`config.mk`:
```
export PLATFORM = sky130hd
export DESIGN_NAME = adf_4360
export DESIGN_NICKNAME = d
export VERILOG_FILES = /design/src/rtl/adf_4360_pkg.sv /design/src/rtl/adf_4360_clkdiv.sv /design/src/rtl/adf_4360.sv
export SDC_FILE = /design/constraint.sdc
export NUM_CORES = 1
export LEC_CHECK = 0
export BUFFER_PORTS_ARGS = -buffer_cell sky130_fd_sc_hd__buf_4
export CORE_UTILIZATION = 55
export DETAILED_ROUTE_END_ITERATION = 8
export PLACE_DENSITY = 0.77
export SLEW_MARGIN = 10
export SYNTH_ARGS = -nofsm -noshare
export SYNTH_HDL_FRONTEND = slang
export SYNTH_SLANG_ARGS = --single-unit
```
`constraint.sdc`:
```
create_clock -name clk_i -period 5.4 [get_ports clk_i]
set_input_delay 0.81 -clock clk_i [delete_from_list [all_inputs] [get_ports clk_i]]
set_output_delay 0.81 -clock clk_i [all_outputs]
set_load 0.02 [all_outputs]
```
`src/rtl/adf_4360_pkg.sv`:
```
`default_nettype none
// ============================================================================
// Module      : adf_4360_pkg
// Description : Shared types and constants for the ADF4360 serial programmer.
// Revision    : 1.0 - initial release
// ============================================================================
package adf_4360_pkg;

    typedef enum logic [1:0] {
        IDLE  = 2'd0,
        SHIFT = 2'd1,
        LATCH = 2'd2,
        GAP   = 2'd3
    } state_t;

    localparam int unsigned WORD_BITS = 24;

    localparam logic [1:0] WORD_R = 2'd0;
    localparam logic [1:0] WORD_C = 2'd1;
    localparam logic [1:0] WORD_N = 2'd2;

endpackage
`default_nettype wire

```
`src/rtl/adf_4360_clkdiv.sv`:
```
`default_nettype none
// ============================================================================
// Module      : adf_4360_clkdiv
// Description : Half-period tick generator for the serial clock.
// Revision    : 1.0 - initial release
// ============================================================================
module adf_4360_clkdiv #(
    parameter int unsigned CLK_DIV = 4
) (
    input  logic clk,
    input  logic rst,
    input  logic i_en,
    output logic o_tick
);

    logic [7:0] r_cnt;

    // Counter parks at zero while disabled so every word starts a fresh half-period
    assign o_tick = i_en && (r_cnt == 8'(CLK_DIV - 1));

    always_ff @(posedge clk or posedge rst) begin
        if (rst) begin
            r_cnt <= 8'd0;
        end else if (!i_en || o_tick) begin
            r_cnt <= 8'd0;
        end else begin
            r_cnt <= r_cnt + 8'd1;
        end
    end

endmodule
`default_nettype wire

```
`src/rtl/adf_4360.sv`:
```
`default_nettype none
// ============================================================================
// Module      : adf_4360
// Description : Shifts R, C and N latch words into an ADF4360 PLL over its
//               3-wire interface, pulsing LE after each word.
// Revision    : 1.0 - initial release
// ============================================================================
module adf_4360
    import adf_4360_pkg::*;
#(
    parameter int unsigned CLK_DIV    = 4,
    parameter int unsigned LE_CYCLES  = 4,
    parameter int unsigned GAP_CYCLES = 4,
    parameter int unsigned CN_DELAY   = 16
) (
    input  logic                 clk_i,
    input  logic                 rst_i,
    input  logic                 trig_i,
    output logic                 ready_o,
    input  logic [WORD_BITS-1:0] R_i,
    input  logic [WORD_BITS-1:0] C_i,
    input  logic [WORD_BITS-1:0] N_i,
    output logic                 sdata_o,
    output logic                 clk_o,
    output logic                 le_o
);

    state_t               r_state,      w_state_nxt;
    logic [1:0]           r_word_idx,   w_word_idx_nxt;
    logic [4:0]           r_bit_idx,    w_bit_idx_nxt;
    logic                 r_phase,      w_phase_nxt;
    logic [15:0]          r_cnt,        w_cnt_nxt;
    logic [WORD_BITS-1:0] r_shadow_r,   w_shadow_r_nxt;
    logic [WORD_BITS-1:0] r_shadow_c,   w_shadow_c_nxt;
    logic [WORD_BITS-1:0] r_shadow_n,   w_shadow_n_nxt;
    logic                 r_ready,      w_ready_nxt;
    logic                 r_sdata,      w_sdata_nxt;
    logic                 r_sclk,       w_sclk_nxt;
    logic                 r_le,         w_le_nxt;

    logic                 w_tick;
    logic [WORD_BITS-1:0] w_cur_word;
    logic                 w_next_msb;

    adf_4360_clkdiv #(
        .CLK_DIV (CLK_DIV)
    ) u_clkdiv (
        .clk    (clk_i),
        .rst    (rst_i),
        .i_en   (r_state == SHIFT),
        .o_tick (w_tick)
    );

    always_comb begin
        w_cur_word = r_shadow_n;
        w_next_msb = r_shadow_n[WORD_BITS-1];
        case (r_word_idx)
            WORD_R: begin
                w_cur_word = r_shadow_r;
                w_next_msb = r_shadow_c[WORD_BITS-1];
            end
            WORD_C: w_cur_word = r_shadow_c;
            default: ;
        endcase
    end

    always_comb begin
        w_state_nxt    = r_state;
        w_word_idx_nxt = r_word_idx;
        w_bit_idx_nxt  = r_bit_idx;
        w_phase_nxt    = r_phase;
        w_cnt_nxt      = r_cnt;
        w_shadow_r_nxt = r_shadow_r;
        w_shadow_c_nxt = r_shadow_c;
        w_shadow_n_nxt = r_shadow_n;
        w_ready_nxt    = r_ready;
        w_sdata_nxt    = r_sdata;
        w_sclk_nxt     = r_sclk;
        w_le_nxt       = r_le;

        case (r_state)
            IDLE: begin
                if (trig_i) begin
                    w_shadow_r_nxt = R_i;
                    w_shadow_c_nxt = C_i;
                    w_shadow_n_nxt = N_i;
                    w_word_idx_nxt = WORD_R;
                    w_bit_idx_nxt  = 5'(WORD_BITS - 1);
                    w_phase_nxt    = 1'b0;
                    w_sdata_nxt    = R_i[WORD_BITS-1];
                    w_ready_nxt    = 1'b0;
                    w_state_nxt    = SHIFT;
                end
            end

            SHIFT: begin
                if (w_tick) begin
                    if (!r_phase) begin
                        w_phase_nxt = 1'b1;
                        w_sclk_nxt  = 1'b1;
                    end else begin
                        w_sclk_nxt = 1'b0;
                        if (r_bit_idx == 5'd0) begin
                            w_le_nxt    = 1'b1;
                            w_cnt_nxt   = 16'(LE_CYCLES - 1);
                            w_state_nxt = LATCH;
                        end else begin
                            // Data moves on the same edge clk_o falls, so it never changes while high
                            w_bit_idx_nxt = r_bit_idx - 5'd1;
                            w_sdata_nxt   = w_cur_word[r_bit_idx - 5'd1];
                            w_phase_nxt   = 1'b0;
                        end
                    end
                end
            end

            LATCH: begin
                if (r_cnt == 16'd0) begin
                    w_le_nxt = 1'b0;
                    if (r_word_idx == WORD_N) begin
                        w_sdata_nxt = 1'b0;
                        w_ready_nxt = 1'b1;
                        w_state_nxt = IDLE;
                    end else begin
                        w_cnt_nxt   = (r_word_idx == WORD_R) ? 16'(GAP_CYCLES - 1)
                                                             : 16'(CN_DELAY - 1);
                        w_state_nxt = GAP;
                    end
                end else begin
                    w_cnt_nxt = r_cnt - 16'd1;
                end
            end

            GAP: begin
                if (r_cnt == 16'd0) begin
                    w_word_idx_nxt = r_word_idx + 2'd1;
                    w_bit_idx_nxt  = 5'(WORD_BITS - 1);
                    w_phase_nxt    = 1'b0;
                    w_sdata_nxt    = w_next_msb;
                    w_state_nxt    = SHIFT;
                end else begin
                    w_cnt_nxt = r_cnt - 16'd1;
                end
            end

            default: w_state_nxt = IDLE;
        endcase
    end

    always_ff @(posedge clk_i or posedge rst_i) begin
        if (rst_i) begin
            r_state    <= IDLE;
            r_word_idx <= WORD_R;
            r_bit_idx  <= 5'd0;
            r_phase    <= 1'b0;
            r_cnt      <= 16'd0;
            r_shadow_r <= '0;
            r_shadow_c <= '0;
            r_shadow_n <= '0;
            r_ready    <= 1'b1;
            r_sdata    <= 1'b0;
            r_sclk     <= 1'b0;
            r_le       <= 1'b0;
        end else begin
            r_state    <= w_state_nxt;
            r_word_idx <= w_word_idx_nxt;
            r_bit_idx  <= w_bit_idx_nxt;
            r_phase    <= w_phase_nxt;
            r_cnt      <= w_cnt_nxt;
            r_shadow_r <= w_shadow_r_nxt;
            r_shadow_c <= w_shadow_c_nxt;
            r_shadow_n <= w_shadow_n_nxt;
            r_ready    <= w_ready_nxt;
            r_sdata    <= w_sdata_nxt;
            r_sclk     <= w_sclk_nxt;
            r_le       <= w_le_nxt;
        end
    end

    assign ready_o = r_ready;
    assign sdata_o = r_sdata;
    assign clk_o   = r_sclk;
    assign le_o    = r_le;

endmodule
`default_nettype wire

```
==> results of run 1 <==
power by group:
group	total [W]	switching, W	internal (W)
clock	0.000569	0.000281	0.000288
sequential	0.000823	0	0.000823
combinational	0.0000584	0.0000240	0.0000344
total	0.00145	0.000305	0.00115
routing by layer:
| metal | part of all wire | wire [µm] | global-route usage | vias to the layer above |
|---|---|---|---|---|
| li1 | - | - | - | 1871 |
| met1 | 0.48 | 5760 | 0.348 | 1948 |
| met2 | 0.46 | 5580 | 0.366 | 92 |
| met3 | 0.037 | 453 | 0.0390 | 19 |
| met4 | 0.025 | 301 | 0.116 | 0 |
| met5 | 0 | 0 | 0 | - |
placed cells by master (no fill, tap or decap), types with 3 or more instances in the layout:
master	count
nor2_1	29
ha_1	12
nand2b_1	7
a21oi_1	16
nor4_1	7
nand3_1	8
nand2_1	26
a221oi_1	11
and3_1	5
xor2_1	15
a211oi_1	4
mux2_2	73
nor3_1	8
a22o_1	9
clkbuf_8	11
buf_4	80
a221o_1	5
dfrtp_1	109
inv_1	16
o41ai_1	3
xnor2_1	7
o2111a_1	3
o21ai_0	23
a22oi_1	3
layout make-up:
cell class | count | area (µm²)
Fill cell | 770 | 3330
Tap cell | 133 | 166
Clock inverter | 4 | 77.6
Multi-Input combinational cell | 323 | 2590
Clock buffer | 11 | 151
Timing Repair Buffer | 80 | 601
Sequential cell | 110 | 2750
Inverter | 17 | 66.3
state kept, by name, indices dropped and copies added (netlist names):
name and count:
r_shadow_c 24, clk_o 1, le_o 1, sdata_o 1, r_shadow_r 24, u_clkdiv.r_cnt 8
r_bit_idx 5, r_cnt 16, r_phase 1, r_state 2, ready_o 1, r_shadow_n 24
r_word_idx 2
how the worst max path moves through the flow:
stage	from	end	depth (start not counted)	slack, ns
2_1_floorplan	rst_i	clk_o	1	1.69
3_3_place_gp	r_word_idx[0]	sdata_o	8	2.34
3_5_place_dp	r_word_idx[0]	sdata_o	8	2.06
4_1_cts	r_word_idx[0]	sdata_o	8	2.03
5_1_grt	r_word_idx[0]	sdata_o	8	1.75
6_report	r_word_idx[0]	sdata_o	8	1.99
worst max-delay path: cells and delay by family, from the launching register on:
family | cells | cell delay, ns
and+or+nand+nor | 1 | 0.88
adders and majority gates | 1 | 0.58
DFF | 1 | 0.40
buffers and inverters | 1 | 0.10
AOI/OAI and AO/OA | 5 | 1.37
logic make-up (layout without fill, tap and decap cells):
family / Yosys count / count (layout) / share of synthesized area
AND/OR/NAND/NOR: 109 / 109 / 0.107
adder cells (fa/ha/maj): 12 / 12 / 0.0272
buffers and inverters: 42 / 112 / 0.0313
AO/OA/AOI/OAI: 104 / 104 / 0.143
multiplexers: 76 / 76 / 0.157
XOR/XNOR: 22 / 22 / 0.0350
flip-flops: 110 / 110 / 0.500
per-stage QoR:
step | area [µm²] | power [W] | worst slack [ns]
floorplan | 5510 | 0.000852 | 1.69
global placement | 6170 | 0.000899 | 2.34
detailed placement | 6170 | 0.000899 | 2.06
CTS | 6400 | 0.00146 | 2.03
global route | 6400 | 0.00149 | 1.75
finish | 6400 | 0.00145 | 1.99
==> summary.md, run 1 <==
| Metric | Value |
|---|---|
| Outcome | `complete, no violations` |
| Syn Std Cell Area | `5510 µm²` |
| Critical Path RT | `5.68 ns` |
| Synth area leaders | `dfrtp_1 (49%), mux2_2 (15%), ha_1 (2.7%)` |
| Antenna cells | `0` |
| RePlAce Congestion | `0.855` |
| Pre-antenna DRT Iters | `4` |
| Synth top cells by count | `dfrtp_1 (109), mux2_2 (73), nor2_1 (29), nand2_1 (27), o21ai_0 (23)` |
| Seq cells post-synth | `110` |
| Setup TNS | `0 ns` |
| Min-Delay Path Class | `flip-flop to flip-flop` |
| Site row count | `36` |
| Vias in the first global route | `3904` |
| Layout area overhead | `16.2%` |
| Most common cell on crit path | `o41ai_1` |
| DRT Wirelength | `12100 µm` |
| CTS buffer count | `9` |
| Final Hold Viols | `0` |
| Root Buffer Master | `clkbuf_8` |
| Post-Syn Nets | `562` |
| Period utilization | `0.632` |
| Cell with the most instances after synthesis | `dfrtp_1` |
| Total Routing Usage GR | `0.244` |
| Synth warn | `0` |
| Hold_sp | `r_shadow_r[6]` |
| Netlist cell types | `62` |
| Worst-Skew Late Latency | `0.39 ns` |
| Area fraction of the dominant cell type after synthesis | `0.495` |
| Post-DRT Antenna Nets | `0` |
| Mean Syn Cell Area | `11.6 µm²` |
| DRT iter0 DRCs | `220` |
| Predominant post-synthesis flop cell | `dfrtp_1` |
| DIE WIDTH | `102 µm` |
| Non-filler cells, final | `678` |
| Starting Density | `0.566` |
| IO buf count | `78` |
| Reg clk slew, reported paths | `0.10 ns` |
| Crit-path slowest cell | `nor2_1` |
| Routed length per instance | `17.8 µm` |
| Slew HR | `0.271` |
| Sequential share of the synthesized area | `0.500` |
| CP max FO | `30` |
| Final setup vio count | `0` |
| CTS resizes | `0` |
| R2R Path Start | `r_word_idx[0]` |
| Hold_buf cts | `0` |
| First-pass GRT wire length | `19300 µm` |
| Die height | `102 µm` |
| Final hold slack | `0.514 ns` |
| Worst-margin pin slew | `1.09 ns` |
| H-tree depth | `3` |
| TritonCTS clock tree | `done` |
| Worst r2r path cells | `8` |
| Final min period | `3.41 ns` |
| RSZ-0062 raised after global routing | `false` |
| Largest net degree at the start of global routing | `71` |
| Nets | `628` |
| Max_cap viols | `0` |
| Clock skew | `0.0135 ns` |
| Inst Count DP | `663` |
| DRC Markers | `0` |
| Data arrival, critical path | `3.70 ns` |
| Area of the core | `9730 µm²` |
| Io pins | `79` |
| Final core occ | `0.658` |
| Critical Path End Type | `flip-flop` |
| Reg-to-reg endpoint | `sdata_o` |
| Post-synth EDFFs | `0` |
| CP Class | `flip-flop to flip-flop` |
| Mapped Cells | `475` |
| Final Max Tran Viols | `0` |
| Post-CTS Setup Repair Bufs | `0` |
| Startpoint Class | `flip-flop` |
| Vias/cell | `5.80` |
| Gr ovfl total | `0` |
| Leakage | `3.22 nW` |
| Detailed-placement wirelength estimate | `8530 µm` |
| CTS Buffer Depth | `2` |
| Peak Freq | `293 MHz` |
| Share of layout cells above drive strength 1 | `0.341` |
| Largest stage delay on the critical path | `0.88 ns` |
| Synth area leader | `dfrtp_1` |
| CP Cell Sequence | `inv_1, ha_1, nor2_1, a211oi_1, a2111o_1, o41ai_1, a41oi_1, o41ai_1` |
| Worst R2R Setup Slack | `1.99 ns` |
| DR vias | `3930` |
| Ys async rst share | `1.00` |
| Initial antenna violation count | `0` |
| CTS Sinks | `110` |
| Power density cells | `226 nW/µm²` |
| Worst Hold Path EP | `r_shadow_r[6]` |
| IR drop worst, VDD | `0.125 mV` |
| Worst hold path depth | `1` |
| Die area | `10400 µm²` |
Note: power is estimated with default switching activity, not from simulation.
==> run 2, diff against run 1 <==
- CORE_UTILIZATION: 55 -> 52
- PLACE_DENSITY: 0.77 -> 0.76
- clock period: 5.4 -> 2.8 ns (I/O delays scaled with it)
==> summary.md, run 2 (synthesis results as in run 1) <==
| Metric | Value |
|---|---|
| Gr ovfl total | `0` |
| H-tree depth | `3` |
| Power density cells | `430 nW/µm²` |
| Commonest cells after routing, fill and taps aside | `dfrtp_1 (109), buf_4 (91), mux2_2 (73)` |
| Worst R2R Setup Slack | `0.23 ns` |
| Slew HR | `0.383` |
| DRT iter0 DRCs | `205` |
| Layout area overhead | `18.7%` |
| Critical Path End Type | `flip-flop` |
| Setup ws final | `0.225 ns` |
| Die area | `11000 µm²` |
| Max_cap viols | `0` |
| Register area | `2750 µm²` |
| Area of the core | `10300 µm²` |
| Most common cell on crit path | `o41ai_1` |
| Min-Delay Path Class | `input pin to asynchronous set/reset pin` |
| IO buf count | `78` |
| Outcome | `complete, no violations` |
| Total power | `0.00282 W` |
| Initial antenna violation count | `0` |
| Final min period | `2.57 ns` |
| Critical path's top delay family | `compound AO/OA/AOI/OAI gates` |
| Share of layout cells above drive strength 1 | `0.358` |
| First-pass GRT wire length | `20200 µm` |
| Nets | `641` |
| Die height | `105 µm` |
| Pre-antenna DRT Iters | `4` |
| CP Buf/Inv Count | `1` |
| Worst-margin pin slew | `0.923 ns` |
| Antenna cells | `0` |
| Post-DRT Antenna Nets | `0` |
| Largest stage delay on the critical path | `0.45 ns` |
| Io pins | `79` |
| Root Buffer Master | `clkbuf_8` |
| Pre-CTS setup slack | `0.283 ns` |
| Reg clk slew, reported paths | `0.11 ns` |
| RSZ-0062 raised after global routing | `false` |
| Final Hold Viols | `0` |
| CTS buffer count | `9` |
| Startpoint Class | `flip-flop` |
| Area of the multi-input gates | `2590 µm²` |
| Peak Freq | `388 MHz` |
| RePlAce Congestion | `0.840` |
| Dpl cell area | `6300 µm²` |
| Setup TNS | `0 ns` |
| TritonCTS clock tree | `done` |
| DR vias | `4008` |
| Critical Path Start | `r_bit_idx[1]` |
| DRC Markers | `0` |
| Final setup vio count | `0` |
| Number of fill cells | `803` |
| Leading cell type in the layout, fill and taps excluded | `dfrtp_1` |
| Detailed-placement wirelength estimate | `8840 µm` |
| R2R Path Start | `r_bit_idx[1]` |
| DIE WIDTH | `105 µm` |
| Vias in the first global route | `3913` |
| Largest registers | `r_shadow_c (24), r_shadow_n (24), r_shadow_r (24)` |
| Starting Density | `0.536` |
| Largest net degree at the start of global routing | `74` |
| Final core occ | `0.637` |
| Cell area after layout | `6540 µm²` |
| Clock skew | `0.0159 ns` |
| IR drop worst, VDD | `0.392 mV` |
| Vias/cell | `5.77` |
| Data arrival, critical path | `2.86 ns` |
| CP max FO | `9` |
| Crit-path slowest cell | `ha_1` |
| CP Cell Sequence | `inv_1, ha_1, nand2b_1, a211oi_1, a2111o_1, o41ai_1, a41oi_1, o41ai_1` |
| CTS Buffer Depth | `2` |
| Routed length per instance | `17.6 µm` |
| CTS Sinks | `110` |
| Critical Path RT | `3.09 ns` |
| Final Max Tran Viols | `0` |
| Period utilization | `0.920` |
| Hold_buf cts | `0` |
| CP Class | `flip-flop to flip-flop` |
| Total Routing Usage GR | `0.236` |
| DRT Wirelength | `12200 µm` |
| Worst-Skew Late Latency | `0.39 ns` |
| Site row count | `37` |
| Leakage | `3.29 nW` |
==> run 2: cell types whose count changed in the layout (fill, tap and decap cells not counted), moves of 2 or more <==
| cell | change |
|---|---|
| clkbuf_8 | -2 |
| clkinvlp_4 | +2 |
| inv_8 | +2 |
| buf_12 | +2 |
| buf_4 | +11 |
==> run 2: where the power goes <==
part / internal [W] / switching, W / leakage [nW]
Clock: 0.000527 / 0.000584 / 0.117
Sequential: 0.00159 / 0 / 1.51
Combinational: 0.0000695 / 0.0000486 / 1.66
Total: 0.00218 / 0.000632 / 3.29
==> run 2: final cells by class <==
type,instances,area share
Timing Repair Buffer,93,0.111
Clock buffer,9,0.0189
Tap cell,136,0.0260
Sequential cell,110,0.421
Inverter,17,0.0103
Clock inverter,7,0.0176
Multi-Input combinational cell,323,0.396
==> run 2: routing by layer <==
metal / wire (µm) / track usage
met1: 5670 / 0.327
met2: 5660 / 0.370
met3: 640 / 0.0443
met4: 272 / 0.0855
met5: 0 / 0
==> run 2: repair_timing <==
| item | 4_1_cts | 5_1_grt |
|---|---|---|
| setup endpoints to repair | 0 | 1 |
| buffers inserted | 0 | 0 |
| resized for setup | 0 | 1 |
==> run 2: final timing paths <==
kind                                     endpoint  cells past startpoint
min in group clk_i                 r_shadow_r[13]                      2
worst min register to register  u_clkdiv.r_cnt[0]                      1
worst max register to register            sdata_o                      8
max in group asynchronous          r_shadow_c[20]                      3
worst max-delay path                      sdata_o                      8
worst min-delay path                      sdata_o                      2
==> run 2: metrics by stage <==
| stage | std cells | hold WS, ns |
|---|---|---|
| 2_1_floorplan | 475 | 0.469 |
| 3_3_place_gp | 679 | 0.481 |
| 3_5_place_dp | 679 | 0.493 |
| 4_1_cts | 695 | 0.246 |
| 5_1_grt | 695 | 0.240 |
| 6_report | 695 | 0.219 |
